==> config.mk <==
export PLATFORM = sky130hd
export DESIGN_NAME = pvr_vram_arb_flat
export DESIGN_NICKNAME = d
export VERILOG_FILES = /design/src/rtl/pvr_vram_arb_if.sv /design/src/rtl/pvr_vram_arb.sv /design/src/flat_wrapper.sv
export SDC_FILE = /design/constraint.sdc
export NUM_CORES = 1
export LEC_CHECK = 0
export BUFFER_PORTS_ARGS = -buffer_cell sky130_fd_sc_hd__buf_2
export CAP_MARGIN = 20
export CORE_AREA = 2 2 120 122
export CTS_BUF_LIST = sky130_fd_sc_hd__clkbuf_4 sky130_fd_sc_hd__clkbuf_8
export DETAILED_ROUTE_END_ITERATION = 7
export DIE_AREA = 0 0 122 124
export PLACE_DENSITY = 0.76
export SLEW_MARGIN = 20
export SYNTH_ARGS = -nofsm -noshare
export SYNTH_HDL_FRONTEND = slang
export SYNTH_SLANG_ARGS = --single-unit
==> constraint.sdc <==
create_clock -name clock -period 6.06 [get_ports clock]
set_clock_uncertainty 0.05 [all_clocks]
set_input_delay 0.909 -clock clock [delete_from_list [all_inputs] [get_ports clock]]
set_output_delay 0.909 -clock clock [all_outputs]
set_load 0.005 [all_outputs]
==> src/rtl/pvr_vram_arb_if.sv <==
// Shared VRAM port bundle between the PVR front-end masters, the arbiter and the VRAM controller.
// Carries the three master request/return channels plus the single downstream VRAM channel.
// slave = the arbiter's view; master = the surrounding blocks (front-end masters and VRAM controller).
interface pvr_vram_arb_if;
  // Region-array parser
  logic        ra_rd;
  logic        ra_wr;
  logic [23:0] ra_addr;
  logic [31:0] ra_dout;
  logic        ra_wait;
  logic        ra_valid;
  // ISP/TSP parameter fetcher
  logic        isp_rd;
  logic        isp_wr;
  logic [23:0] isp_addr;
  logic [31:0] isp_dout;
  logic        isp_wait;
  logic        isp_valid;
  // Texture fetcher
  logic        tex_rd;
  logic        tex_wr;
  logic [23:0] tex_addr;
  logic [31:0] tex_dout;
  logic        tex_wait;
  logic        tex_valid;
  // Shared read data, qualified by the per-master valid
  logic [31:0] rd_data;
  // Downstream VRAM controller
  logic        vram_rd;
  logic        vram_wr;
  logic [23:0] vram_addr;
  logic [31:0] vram_dout;
  logic        vram_wait;
  logic        vram_valid;
  logic [31:0] vram_din;

  modport slave (
    input  ra_rd, ra_wr, ra_addr, ra_dout,
    output ra_wait, ra_valid,
    input  isp_rd, isp_wr, isp_addr, isp_dout,
    output isp_wait, isp_valid,
    input  tex_rd, tex_wr, tex_addr, tex_dout,
    output tex_wait, tex_valid,
    output rd_data,
    output vram_rd, vram_wr, vram_addr, vram_dout,
    input  vram_wait, vram_valid, vram_din
  );

  modport master (
    output ra_rd, ra_wr, ra_addr, ra_dout,
    input  ra_wait, ra_valid,
    output isp_rd, isp_wr, isp_addr, isp_dout,
    input  isp_wait, isp_valid,
    output tex_rd, tex_wr, tex_addr, tex_dout,
    input  tex_wait, tex_valid,
    input  rd_data,
    input  vram_rd, vram_wr, vram_addr, vram_dout,
    output vram_wait, vram_valid, vram_din
  );
endinterface

==> src/rtl/pvr_vram_arb.sv <==
// Round-robin arbiter sharing one VRAM port between RA, ISP and TEX with one transaction in flight.
// Latency: request in IDLE drives vram_rd next cycle; read data pulses owner's valid the cycle after vram_valid.
// Backpressure: masters see combinational wait until the acceptance cycle; vram_wait holds the request in ISSUE.
module pvr_vram_arb #(
  parameter int TIMEOUT = 1024,
  parameter int TO_W    = 10
) (
  input  logic                clock,
  input  logic                reset_n,
  pvr_vram_arb_if.slave       bus,
  output logic [1:0]          owner,
  output logic                arb_err
);

  localparam logic [1:0] OWN_RA   = 2'd0;
  localparam logic [1:0] OWN_ISP  = 2'd1;
  localparam logic [1:0] OWN_TEX  = 2'd2;
  localparam logic [1:0] OWN_NONE = 2'd3;

  typedef enum logic [1:0] {
    IDLE      = 2'd0,
    ISSUE     = 2'd1,
    WAIT_DATA = 2'd2
  } state_t;

  state_t            state;
  logic [1:0]        last_gnt;
  logic [TO_W-1:0]   to_cnt;
  // Set by reset: a read may have been in flight, so the first return seen
  // before any new read is accepted is swallowed instead of flagged as stray.
  logic              flush;

  logic [2:0]        req;
  logic [1:0]        gnt_idx;
  logic              gnt_vld;
  logic [23:0]       gnt_addr;
  logic [31:0]       gnt_dout;
  logic              gnt_rd;
  logic              accept;

  assign req[0] = bus.ra_rd  | bus.ra_wr;
  assign req[1] = bus.isp_rd | bus.isp_wr;
  assign req[2] = bus.tex_rd | bus.tex_wr;

  // The owner is released to its master only in the cycle VRAM takes the request.
  assign accept = (state == ISSUE) & ~bus.vram_wait;

  assign bus.ra_wait  = req[0] & ~(accept & (owner == OWN_RA));
  assign bus.isp_wait = req[1] & ~(accept & (owner == OWN_ISP));
  assign bus.tex_wait = req[2] & ~(accept & (owner == OWN_TEX));

  // Round-robin pick: search starts at the master after the last grant.
  always_comb begin
    gnt_idx = OWN_RA;
    gnt_vld = |req;
    unique case (last_gnt)
      OWN_RA: begin
        if (req[1])      gnt_idx = OWN_ISP;
        else if (req[2]) gnt_idx = OWN_TEX;
        else             gnt_idx = OWN_RA;
      end
      OWN_ISP: begin
        if (req[2])      gnt_idx = OWN_TEX;
        else if (req[0]) gnt_idx = OWN_RA;
        else             gnt_idx = OWN_ISP;
      end
      default: begin
        if (req[0])      gnt_idx = OWN_RA;
        else if (req[1]) gnt_idx = OWN_ISP;
        else             gnt_idx = OWN_TEX;
      end
    endcase
  end

  // Steer the winning master's address, data and direction (rd wins over wr).
  always_comb begin
    gnt_addr = bus.ra_addr;
    gnt_dout = bus.ra_dout;
    gnt_rd   = bus.ra_rd;
    unique case (gnt_idx)
      OWN_ISP: begin
        gnt_addr = bus.isp_addr;
        gnt_dout = bus.isp_dout;
        gnt_rd   = bus.isp_rd;
      end
      OWN_TEX: begin
        gnt_addr = bus.tex_addr;
        gnt_dout = bus.tex_dout;
        gnt_rd   = bus.tex_rd;
      end
      default: begin
        gnt_addr = bus.ra_addr;
        gnt_dout = bus.ra_dout;
        gnt_rd   = bus.ra_rd;
      end
    endcase
  end

  // Arbitration FSM with registered VRAM request, return routing and error tracking.
  always_ff @(posedge clock) begin
    if (!reset_n) begin
      state         <= IDLE;
      owner         <= OWN_NONE;
      last_gnt      <= OWN_TEX;
      to_cnt        <= '0;
      flush         <= 1'b1;
      arb_err       <= 1'b0;
      bus.vram_rd   <= 1'b0;
      bus.vram_wr   <= 1'b0;
      bus.vram_addr <= '0;
      bus.vram_dout <= '0;
      bus.rd_data   <= '0;
      bus.ra_valid  <= 1'b0;
      bus.isp_valid <= 1'b0;
      bus.tex_valid <= 1'b0;
    end else begin
      bus.ra_valid  <= 1'b0;
      bus.isp_valid <= 1'b0;
      bus.tex_valid <= 1'b0;

      // A return while nothing is outstanding is never routed.
      if (bus.vram_valid && (state != WAIT_DATA)) begin
        if (flush) flush   <= 1'b0;
        else       arb_err <= 1'b1;
      end

      unique case (state)
        IDLE: begin
          if (gnt_vld) begin
            owner         <= gnt_idx;
            last_gnt      <= gnt_idx;
            bus.vram_addr <= gnt_addr;
            bus.vram_dout <= gnt_dout;
            bus.vram_rd   <= gnt_rd;
            bus.vram_wr   <= ~gnt_rd;
            state         <= ISSUE;
          end else begin
            owner <= OWN_NONE;
          end
        end

        ISSUE: begin
          if (!bus.vram_wait) begin
            bus.vram_rd <= 1'b0;
            bus.vram_wr <= 1'b0;
            flush       <= 1'b0;
            if (bus.vram_rd) begin
              to_cnt <= '0;
              state  <= WAIT_DATA;
            end else begin
              owner <= OWN_NONE;
              state <= IDLE;
            end
          end
        end

        WAIT_DATA: begin
          if (bus.vram_valid) begin
            bus.rd_data <= bus.vram_din;
            unique case (owner)
              OWN_RA:  bus.ra_valid  <= 1'b1;
              OWN_ISP: bus.isp_valid <= 1'b1;
              OWN_TEX: bus.tex_valid <= 1'b1;
              default: ;
            endcase
            owner <= OWN_NONE;
            state <= IDLE;
          end else if (to_cnt == TO_W'(TIMEOUT - 1)) begin
            arb_err <= 1'b1;
            owner   <= OWN_NONE;
            state   <= IDLE;
          end else begin
            to_cnt <= to_cnt + 1'b1;
          end
        end

        default: begin
          state <= IDLE;
          owner <= OWN_NONE;
        end
      endcase
    end
  end

endmodule

==> src/flat_wrapper.sv <==
// flat-port wrapper written by rule: the top's interface ports become plain ports
module pvr_vram_arb_flat 
#(
  parameter int TIMEOUT = 1024,
  parameter int TO_W    = 10
)
  (clock, reset_n, owner, arb_err, bus_ra_rd, bus_ra_wr, bus_ra_addr, bus_ra_dout, bus_ra_wait, bus_ra_valid, bus_isp_rd, bus_isp_wr, bus_isp_addr, bus_isp_dout, bus_isp_wait, bus_isp_valid, bus_tex_rd, bus_tex_wr, bus_tex_addr, bus_tex_dout, bus_tex_wait, bus_tex_valid, bus_rd_data, bus_vram_rd, bus_vram_wr, bus_vram_addr, bus_vram_dout, bus_vram_wait, bus_vram_valid, bus_vram_din);
  pvr_vram_arb_if bus_i ();
  input  logic clock;
  input  logic reset_n;
  output logic [1:0] owner;
  output logic arb_err;
  input wire logic [$bits(bus_i.ra_rd)-1:0] bus_ra_rd;
  input wire logic [$bits(bus_i.ra_wr)-1:0] bus_ra_wr;
  input wire logic [$bits(bus_i.ra_addr)-1:0] bus_ra_addr;
  input wire logic [$bits(bus_i.ra_dout)-1:0] bus_ra_dout;
  output wire logic [$bits(bus_i.ra_wait)-1:0] bus_ra_wait;
  output wire logic [$bits(bus_i.ra_valid)-1:0] bus_ra_valid;
  input wire logic [$bits(bus_i.isp_rd)-1:0] bus_isp_rd;
  input wire logic [$bits(bus_i.isp_wr)-1:0] bus_isp_wr;
  input wire logic [$bits(bus_i.isp_addr)-1:0] bus_isp_addr;
  input wire logic [$bits(bus_i.isp_dout)-1:0] bus_isp_dout;
  output wire logic [$bits(bus_i.isp_wait)-1:0] bus_isp_wait;
  output wire logic [$bits(bus_i.isp_valid)-1:0] bus_isp_valid;
  input wire logic [$bits(bus_i.tex_rd)-1:0] bus_tex_rd;
  input wire logic [$bits(bus_i.tex_wr)-1:0] bus_tex_wr;
  input wire logic [$bits(bus_i.tex_addr)-1:0] bus_tex_addr;
  input wire logic [$bits(bus_i.tex_dout)-1:0] bus_tex_dout;
  output wire logic [$bits(bus_i.tex_wait)-1:0] bus_tex_wait;
  output wire logic [$bits(bus_i.tex_valid)-1:0] bus_tex_valid;
  output wire logic [$bits(bus_i.rd_data)-1:0] bus_rd_data;
  output wire logic [$bits(bus_i.vram_rd)-1:0] bus_vram_rd;
  output wire logic [$bits(bus_i.vram_wr)-1:0] bus_vram_wr;
  output wire logic [$bits(bus_i.vram_addr)-1:0] bus_vram_addr;
  output wire logic [$bits(bus_i.vram_dout)-1:0] bus_vram_dout;
  input wire logic [$bits(bus_i.vram_wait)-1:0] bus_vram_wait;
  input wire logic [$bits(bus_i.vram_valid)-1:0] bus_vram_valid;
  input wire logic [$bits(bus_i.vram_din)-1:0] bus_vram_din;
  assign bus_i.ra_rd = bus_ra_rd;
  assign bus_i.ra_wr = bus_ra_wr;
  assign bus_i.ra_addr = bus_ra_addr;
  assign bus_i.ra_dout = bus_ra_dout;
  assign bus_ra_wait = bus_i.ra_wait;
  assign bus_ra_valid = bus_i.ra_valid;
  assign bus_i.isp_rd = bus_isp_rd;
  assign bus_i.isp_wr = bus_isp_wr;
  assign bus_i.isp_addr = bus_isp_addr;
  assign bus_i.isp_dout = bus_isp_dout;
  assign bus_isp_wait = bus_i.isp_wait;
  assign bus_isp_valid = bus_i.isp_valid;
  assign bus_i.tex_rd = bus_tex_rd;
  assign bus_i.tex_wr = bus_tex_wr;
  assign bus_i.tex_addr = bus_tex_addr;
  assign bus_i.tex_dout = bus_tex_dout;
  assign bus_tex_wait = bus_i.tex_wait;
  assign bus_tex_valid = bus_i.tex_valid;
  assign bus_rd_data = bus_i.rd_data;
  assign bus_vram_rd = bus_i.vram_rd;
  assign bus_vram_wr = bus_i.vram_wr;
  assign bus_vram_addr = bus_i.vram_addr;
  assign bus_vram_dout = bus_i.vram_dout;
  assign bus_i.vram_wait = bus_vram_wait;
  assign bus_i.vram_valid = bus_vram_valid;
  assign bus_i.vram_din = bus_vram_din;
  pvr_vram_arb #(.TIMEOUT(TIMEOUT), .TO_W(TO_W)) u_core (.clock(clock), .reset_n(reset_n), .bus(bus_i), .owner(owner), .arb_err(arb_err));
endmodule
# [Word level (Yosys, flattened, before mapping)]
# Cells that the tools add are included.
[totals] register_bits=111 latchBits=0 mem_bits_rw=0 rom_bits=0 inputBits=210 wordCells=103 memories=0
[op_classes] n_addsub=1 mul=0 div_mod_pow=0 order_cmp=0 eq_ne=16 shift=0 n_mux=43 bitwise=15 n_reduce_logical=14
[ops] operator="32-bit one-hot mux with 2 select lines" count=1
[ops] operator="24-bit one-hot mux with 2 select lines" count=1
[ops] operator="10-bit 2-to-1 mux" count=4
[ops] operator="2-bit 2-to-1 mux" count=15
[ops] operator="10-bit one-hot mux with 2 select lines" count=1
[ops] operator="1-bit 2-to-1 mux" count=15
[ops] operator="2-bit one-hot mux with 3 select lines" count=2
[ops] operator="3-bit AND reduction" count=4
[ops] operator="10-bit by 1-bit adder with 10-bit output (second input constant)" count=1
[ops] operator="10-bit equality test (second input constant)" count=1
[ops] operator="2-bit != test (second input constant)" count=5
[ops] operator="2-bit by 1-bit equality test with 1-bit output (second input constant)" count=4
[ops] operator="1-bit AND" count=7
[ops] operator="2-bit equality test (second input constant)" count=3
[ops] operator="2-bit logical NOT" count=3
[ops] operator="1-bit one-hot mux with 2 select lines" count=3
[ops] operator="1-bit inverter" count=5
[ops] operator="5-bit AND reduction" count=1
[ops] operator="2-bit by 1-bit != test with 1-bit output (second input constant)" count=2
[ops] operator="2-bit one-hot mux with 2 select lines" count=1
[ops] operator="2-bit AND reduction" count=2
[ops] operator="2-bit nonzero test" count=2
[ops] operator="3-bit by 2-bit != test with 1-bit output (second input constant)" count=1
[ops] operator="1-bit OR" count=3
[ops] operator="other kinds (2)" count=2

# [Logic depth before layout (Yosys ltp)]
# Gate-level depths: netlist of run 1.
[depth] ltp_word=9 mapped_depth=11 mapped_depth_nobuf=9

# [Least setup slack after synthesis of run 1]
# Ideal clock, no wire load.
[synth_path] path_kind="input-to-reg" from="in bus_tex_wr" to="reg u_core.bus.vram_addr[10]" setup_ns=0.070 t_arrival_ns=2.703 slack_ns=3.237 stages=11 path_cell_list="nor4_4 -> a211oi_1 -> a21oi_1 -> inv_1 -> ha_1 -> buf_2 -> buf_1 -> nand2_1 -> o21ai_0 -> nand2_1 -> a21oi_1"
[synth_via] word_cells_on_any_way=10
[synth_lines] item="start, declared" line_no="flat_wrapper.sv:26" rtl="input wire logic [$bits(bus_i.tex_wr)-1:0] bus_tex_wr;"
[synth_lines] item="1-bit OR *" line_no="pvr_vram_arb.sv:43" rtl="assign req[2] = bus.tex_rd | bus.tex_wr;"
[synth_lines] item="2-bit 2-to-1 mux *" line_no="pvr_vram_arb.sv:63" rtl="if (req[2]) gnt_idx = OWN_TEX;"
[synth_lines] item="2-bit one-hot mux with 2 select lines *" line_no="pvr_vram_arb.sv:56" rtl="unique case (last_gnt)"
[synth_lines] item="named net u_core.gnt_idx[0]" line_no="pvr_vram_arb.sv:34" rtl="logic [1:0] gnt_idx;"
[synth_lines] item="2-bit equality test / 2-bit by 1-bit equality test with 1-bit output (equally long branches)" line_no="pvr_vram_arb.sv:80" rtl="unique case (gnt_idx)"
[synth_lines] item="24-bit one-hot mux with 2 select lines *" line_no="pvr_vram_arb.sv:80"
[synth_lines] item="end signal, assigned" line_no="pvr_vram_arb.sv:132" rtl="bus.vram_addr <= gnt_addr;"
[synth_lines] item="end, declared" line_no="pvr_vram_arb_if.sv:45" rtl="output vram_rd, vram_wr, vram_addr, vram_dout,"
# The timed path passes the listed nets; every way through them passes the cells marked *.
# A chain may end at the register's enable or synchronous reset.

# [Final worst setup path of run 1]
[layout_path] from="in bus_tex_wr" to="reg u_core.bus.vram_dout[23]"
[layout_via] word_cells_on_any_way=10
[layout_lines] item="1-bit OR *" line_no="pvr_vram_arb.sv:43"
[layout_lines] item="2-bit 2-to-1 mux *" line_no="pvr_vram_arb.sv:63"
[layout_lines] item="2-bit one-hot mux with 2 select lines *" line_no="pvr_vram_arb.sv:56"
[layout_lines] item="named net u_core.gnt_idx[0]" line_no="pvr_vram_arb.sv:34"
[layout_lines] item="2-bit equality test / 2-bit by 1-bit equality test with 1-bit output (equally long branches)" line_no="pvr_vram_arb.sv:80"
[layout_lines] item="32-bit one-hot mux with 2 select lines *" line_no="pvr_vram_arb.sv:80"
[layout_lines] item="end signal, assigned" line_no="pvr_vram_arb.sv:133" rtl="bus.vram_dout <= gnt_dout;"
[layout_lines] item="end, declared" line_no="pvr_vram_arb_if.sv:45"
# Marks and branches as above.

==> impl_metrics.yaml, run 1 <==
run_status:
  outcome: "complete, no violations"
placed_design:
  dpl.hpwl_mm: 12.3
  globalplace.congestion: 0.943
  dp_cells: 1161
  pre_cts_ws_ns: 2.42
  io_buffers: 308
power:
  p_per_area_mw_per_mm2: 252
  ir_drop_mv: 0.127
  p_total_mw: 1.77
  power_leakage_nw: 3.23
final_layout:
  final-instance-count-excl-fill: 1177
  nFillCells: 1386
  final_net_count: 1205
  drive_above_1_share: 0.341
  layout_common_cells: "buf_2 (308), nand2_1 (247), dfxtp_1 (111)"
  antenna_cells: 0
  multiInputGateArea_sq_mm: 0.00283
  layout.area.seq_sq_mm: 0.00222
  area_growth_pct: 33.2
  fin_util: 0.514
  final_common_cell: "buf_2"
sta:
  slew_viol_final: 0
  max-slew-margin-rel: 0.283
  rsz0062_at_grt: "false"
  setup_viol: 0
  min_period_over_period: 0.533
  setup_tns_ns: 0
  finalHoldViolations: 0
  setup_slack_ns: 2.83
  fmax_mhz: 310
  post-route-min-period_ns: 3.23
  worst_pin_slew_ns: 1.07
floorplanning:
  core_region_area_sq_mm: 0.0137
  row_count: 43
  io_pins: 309
  die_y_um: 124
  start_util: 0.386
  die_x_um: 122
  dieArea_sq_mm: 0.0151
setup_path:
  crit_top_cell: "a21oi_1"
  cp-start-kind: "input port"
  arrival_ns: 3.41
  path_class: "in2reg"
  crit_fanout: 114
  cp.required_ns: 6.24
  crit_path_cell_trace: "buf_2 > nor4_4 > a211oi_1 > a21oi_1 > inv_1 > ha_4 > o21ai_0 > nand2_1 > a21oi_1"
  critical_path_buf_inv_count: 2
  cp-end-kind: "flip-flop"
  crit_slowest_cell: "ha_4"
  cp_top_family: "adder cells"
  max_stage_delay_ns: 0.88
cts:
  cts_sinks: 111
  clkTransAtPathRegs_ns: 0.10
  clk_latency_ns: 0.39
  cts_max_level: 3
  cts_tree: "built"
  ctsResizeCount: 0
  clock_path_buffers: 2
  numCtsBuffers: 9
  cts_root_buffer: "clkbuf_8"
  ctsHoldBuffers: 0
  postCtsSetupRepairBufs: 0
synth:
  synth_edf_count: 0
  synthesis.area_per_instance_sq_um: 7.29
  syn_nets: 939
  yosys_register_bits: 111
  yosysWarnings: 0
  syn_inst: 726
  synthArstFlopShare: 0
  ys_types: 47
  syn_area_sq_mm: 0.00529
  yosysSeqAreaShare: 0.420
  yosys_most_used_dff: "dfxtp_1"
detailed_routing:
  drt-initial-drc-count: 255
  drcViolationCount: 0
  wl_per_cell_um: 14.4
  via_per_inst: 5.10
  dr.pass1.iters: 5
  ant_nets: 0
  vias: 5997
  routed_wl_mm: 16.9
global_routing:
  grt_pass1_vias: 5392
  grt_max_degree: 115
  grt_use_total: 0.216
  antenna_found_initial: 2
  grt_overflow: 0
  grt_pass1_wl_mm: 25.8
hold_path:
  min_path_type: "reg2reg"
flow_run:
  drv_cap: 0
[layout make-up]
type / count / share of cell area
Clock buffer: 9 / 0.0176
Clock inverter: 7 / 0.00870
Inverter: 7 / 0.00373
Multi-Input combinational cell: 552 / 0.401
Sequential cell: 111 / 0.315
Tap cell: 180 / 0.0319
Timing Repair Buffer: 311 / 0.222
[worst paths after layout]
| path | from | to | slack (ns) | cells after the start |
|---|---|---|---|---|
| setup / recovery | bus_tex_wr | u_core.bus.vram_dout[23] | 2.83 | 9 |
| hold / removal | u_core.bus.vram_dout[13] | u_core.bus.vram_dout[13] | 0.41 | 2 |
| setup reg to reg | u_core.last_gnt[0] | u_core.bus.vram_dout[23] | 3.35 | 8 |
| hold reg to reg | u_core.bus.vram_dout[13] | u_core.bus.vram_dout[13] | 0.41 | 2 |
[cell usage after synthesis (all sizes together), types with 4 or more instances]
cell type	instances	area (sq um)
nor3b	4	41.3
a22oi	57	428
clkbuf	30	113
buf	26	139
o211ai	5	37.5
nor3	6	30.0
inv	7	26.3
a31oi	10	62.6
nor2	12	45.0
dfxtp	111	2220
o21ai	65	325
nand4	4	25.0
nand2	248	933
a21oi	95	479
[worst min-delay path, delay by kind of cell, from the launching register on]
family / cells / cell delay [ns]
flip-flops: 1 / 0.32
AND/OR/NAND/NOR: 1 / 0.05
AO/OA/AOI/OAI: 1 / 0.05
[per-layer routing]
metal / part of all wire / global-route usage / vias to the layer above
met5: 0.0016 / 0 / -
met4: 0.038 / 0.121 / 4
met3: 0.080 / 0.0517 / 38
met2: 0.48 / 0.364 / 250
met1: 0.40 / 0.252 / 2661
li1: - / - / 3044
[metrics by stage]
stage / hold WS [ns] / area [sq um]
3_3_place_gp: 0.389 / 6850
4_1_cts: 0.409 / 7050
2_1_floorplan: 0.386 / 5290
5_1_grt: 0.425 / 7050
3_5_place_dp: 0.393 / 6860
6_report: 0.405 / 7050
[cells by family after synthesis]
kind of cell               count (synthesis)  synth area share
AOI/OAI and AO/OA                        251             0.282
buffers and inverters                     63            0.0525
adders and majority gates                  3           0.00709
DFF                                      111             0.420
and+or+nand+nor                          298             0.238
[power breakdown]
| part | internal [mW] | leakage, nW | switching (mW) |
|---|---|---|---|
| clock network | 0.158 | 0.0888 | 0.274 |
| logic | 0.208 | 2.23 | 0.304 |
| registers | 0.794 | 0.906 | 0.0363 |
| total | 1.16 | 3.23 | 0.614 |
[sequential cells by signal, indices dropped and copies added, names as in the netlist]
name,count
u_core.bus.rd_data,32
u_core.bus.vram_dout,32
u_core.bus.vram_addr,24
u_core.to_cnt,10
u_core.last_gnt,2
u_core.owner,2
u_core.state,2
u_core.arb_err,1
u_core.bus.isp_valid,1
u_core.bus.ra_valid,1
u_core.bus.tex_valid,1
u_core.bus.vram_rd,1
u_core.bus.vram_wr,1
u_core.flush,1
Power figures use the tool's default switching activity.
==> run 2: changes to the inputs <==
--- a/config.mk
+++ b/config.mk
@@ -7,11 +7,11 @@
 export LEC_CHECK = 0
 export BUFFER_PORTS_ARGS = -buffer_cell sky130_fd_sc_hd__buf_2
 export CAP_MARGIN = 20
-export CORE_AREA = 2 2 120 122
+export CORE_AREA = 2 2 121 123
 export CTS_BUF_LIST = sky130_fd_sc_hd__clkbuf_4 sky130_fd_sc_hd__clkbuf_8
 export DETAILED_ROUTE_END_ITERATION = 7
-export DIE_AREA = 0 0 122 124
-export PLACE_DENSITY = 0.76
+export DIE_AREA = 0 0 123 125
+export PLACE_DENSITY = 0.77
 export SLEW_MARGIN = 20
 export SYNTH_ARGS = -nofsm -noshare
 export SYNTH_HDL_FRONTEND = slang
==> constraint.sdc (replaced) <==
create_clock -name clock -period 2.7 [get_ports clock]
set_clock_uncertainty 0.05 [all_clocks]
set_input_delay 0.405 -clock clock [delete_from_list [all_inputs] [get_ports clock]]
set_output_delay 0.405 -clock clock [all_outputs]
set_load 0.005 [all_outputs]
==> run 2 against run 1 <==
Effect of this change: non-clock buffer count increased by 9; setup slack got worse by 2.4 ns; worst hold slack got worse by 0.22 ns; routed wire length grew 2.5%; register-to-register slack worse by 3.0 ns; sequential share of layout area is 0.67 points lower; global-route usage rose by 0.61 points; critical path type is now reg2reg; largest cell class unchanged; largest power group unchanged.
==> impl_metrics.yaml, run 2 (synthesized netlist as in run 1, its figures left out) <==
global_routing:
  grt_overflow: 0
  antenna_found_initial: 1
  grt_max_degree: 75
  met2_usage: 0.385
  grt_pass1_vias: 5513
  grt_pass1_wl_mm: 27.2
  gr-usage-met3: 0.0438
  grt_use_total: 0.222
  grt_busiest_layer: "met2"
  grtUsageMet1: 0.265
hold_path:
  holdPathStages: 3
  min_path_type: "in2reg"
cts:
  cts_root_buffer: "clkbuf_8"
  clock_path_buffers: 2
  ctsResizeCount: 0
  cts_max_level: 3
  numCtsBuffers: 9
  ctsHoldBuffers: 0
  postCtsSetupRepairBufs: 0
  clkTransAtPathRegs_ns: 0.12
  cts_tree: "built"
  cts_sinks: 111
  clk_latency_ns: 0.39
power:
  intPower_mw: 2.67
  p_per_area_mw_per_mm2: 562
  power_leakage_nw: 3.30
  clock_power_share: 0.240
  ir_drop_mv: 0.240
  sw_frac_of_total: 0.342
  seqPwrFrac: 0.461
  switchingPower_mw: 1.38
  pwr-share-comb: 0.299
final_layout:
  layout.area.seq_sq_mm: 0.00222
  drive_above_1_share: 0.346
  design_area_sq_mm: 0.00720
  nFillCells: 1456
  final_net_count: 1214
  top_regs: "u_core.bus.rd_data: 32 flops, u_core.bus.vram_dout: 32 flops, u_core.bus.vram_addr: 24 flops"
  layout_common_cells: "buf_2 (308), nand2_1 (247), dfxtp_1 (111)"
  final_common_cell: "buf_2"
  multiInputGateArea_sq_mm: 0.00282
  area_growth_pct: 36.1
setup_path:
  critical_path_buf_inv_count: 1
  max_stage_delay_ns: 0.42
  path_class: "reg2reg"
  cp-end-kind: "flip-flop"
  crit_cells: 8
  worstRegToRegCells: 8
  crit_path_cell_trace: "o21ba_2 > o31a_1 > inv_1 > ha_4 > a22oi_1 > o21ai_0 > nor2_1 > o21a_1"
  crit_fanout: 35
  arrival_ns: 2.55
  cp.required_ns: 2.94
  crit_slowest_cell: "ha_4"
  cp_top_family: "compound AO/OA/AOI/OAI gates"
  cp-start-kind: "flip-flop"
sta:
  min_period_over_period: 0.858
  finalHoldViolations: 0
  whs_ns: 0.185
  post-route-min-period_ns: 2.32
  fmax_mhz: 432
  setup_viol: 0
  worst_pin_slew_ns: 0.791
  rsz0062_at_grt: "false"
  setup_tns_ns: 0
  max-slew-margin-rel: 0.473
  slew_viol_final: 0
run_status:
  outcome: "complete, no violations"
floorplanning:
  dieArea_sq_mm: 0.0154
  io_pins: 309
  die_x_um: 123
  row_count: 44
  start_util: 0.373
  die_y_um: 125
  core_region_area_sq_mm: 0.0142
detailed_routing:
  vias: 6113
  via_per_inst: 5.13
  routed_wl_mm: 17.4
  ant_nets: 0
  dr.pass1.iters: 5
  wl_per_cell_um: 14.6
  drt-initial-drc-count: 409
  drcViolationCount: 0
placed_design:
  dpl.hpwl_mm: 13.1
  io_buffers: 308
  globalplace.congestion: 0.926
  post_dp_cell_area_sq_mm: 0.00702
flow_run:
  drv_cap: 0
## run 2: cell types whose count changed in the layout (fill, tap and decap cells not counted), sizes merged
cell      change
buf           +9
clkinv        +2
clkinvlp      -1
diode         +1
inv           -1
## run 2: worst paths after layout
path | start | end | slack, ns
worst min-delay path | bus_vram_din[15] | u_core.bus.rd_data[15] | 0.19
worst min register to register | u_core.bus.vram_dout[16] | u_core.bus.vram_dout[16] | 0.41
worst max-delay path | u_core.last_gnt[0] | u_core.bus.vram_wr | 0.38
worst max register to register | u_core.last_gnt[0] | u_core.bus.vram_wr | 0.38
## run 2: metal layers
layer / vias up / part of all wire / wire [um]
li1: 3073 / - / -
met1: 2740 / 0.40 / 6990
met2: 268 / 0.50 / 8620
met3: 32 / 0.074 / 1280
met4: 0 / 0.027 / 461
met5: - / 0 / 0
## run 2: stage by stage
stage / utilization / power, mW / instances / setup WS (ns)
3_5_place_dp: 0.494 / 3.13 / 1174 / 0.132
2_1_floorplan: - / 2.59 / 726 / 0.381
3_3_place_gp: 0.494 / 3.11 / 1174 / 0.154
5_1_grt: 0.507 / 4.33 / 1190 / 0.202
4_1_cts: 0.507 / 4.10 / 1190 / 0.389
6_report: 0.507 / 4.05 / 1191 / 0.384
## run 2: final cells by class
cell class | instances | share of cell area
diodes | 1 | 0.000347
clock buffers | 9 | 0.0172
clock inverters | 7 | 0.00851
flip-flops and latches | 111 | 0.308
multi-input cells | 552 | 0.391
repair buffers | 320 | 0.239
inverters | 7 | 0.00382
well taps | 184 | 0.0320
## run 2: tightest hold or removal path: stages
cell     delay (ns)
buf_2          0.09
nand2_1        0.04
a21oi_1        0.05
## run 2: power by group through the flow
stage                     Sequential (mW)  Clock [mW]  Combinational, mW
after floorplan                      1.91           0              0.679
after global placement               1.90           0               1.21
after detailed placement             1.91           0               1.22
after CTS                            1.87        1.01               1.22
after global routing                 1.89        1.08               1.37
final                                1.87       0.970               1.21
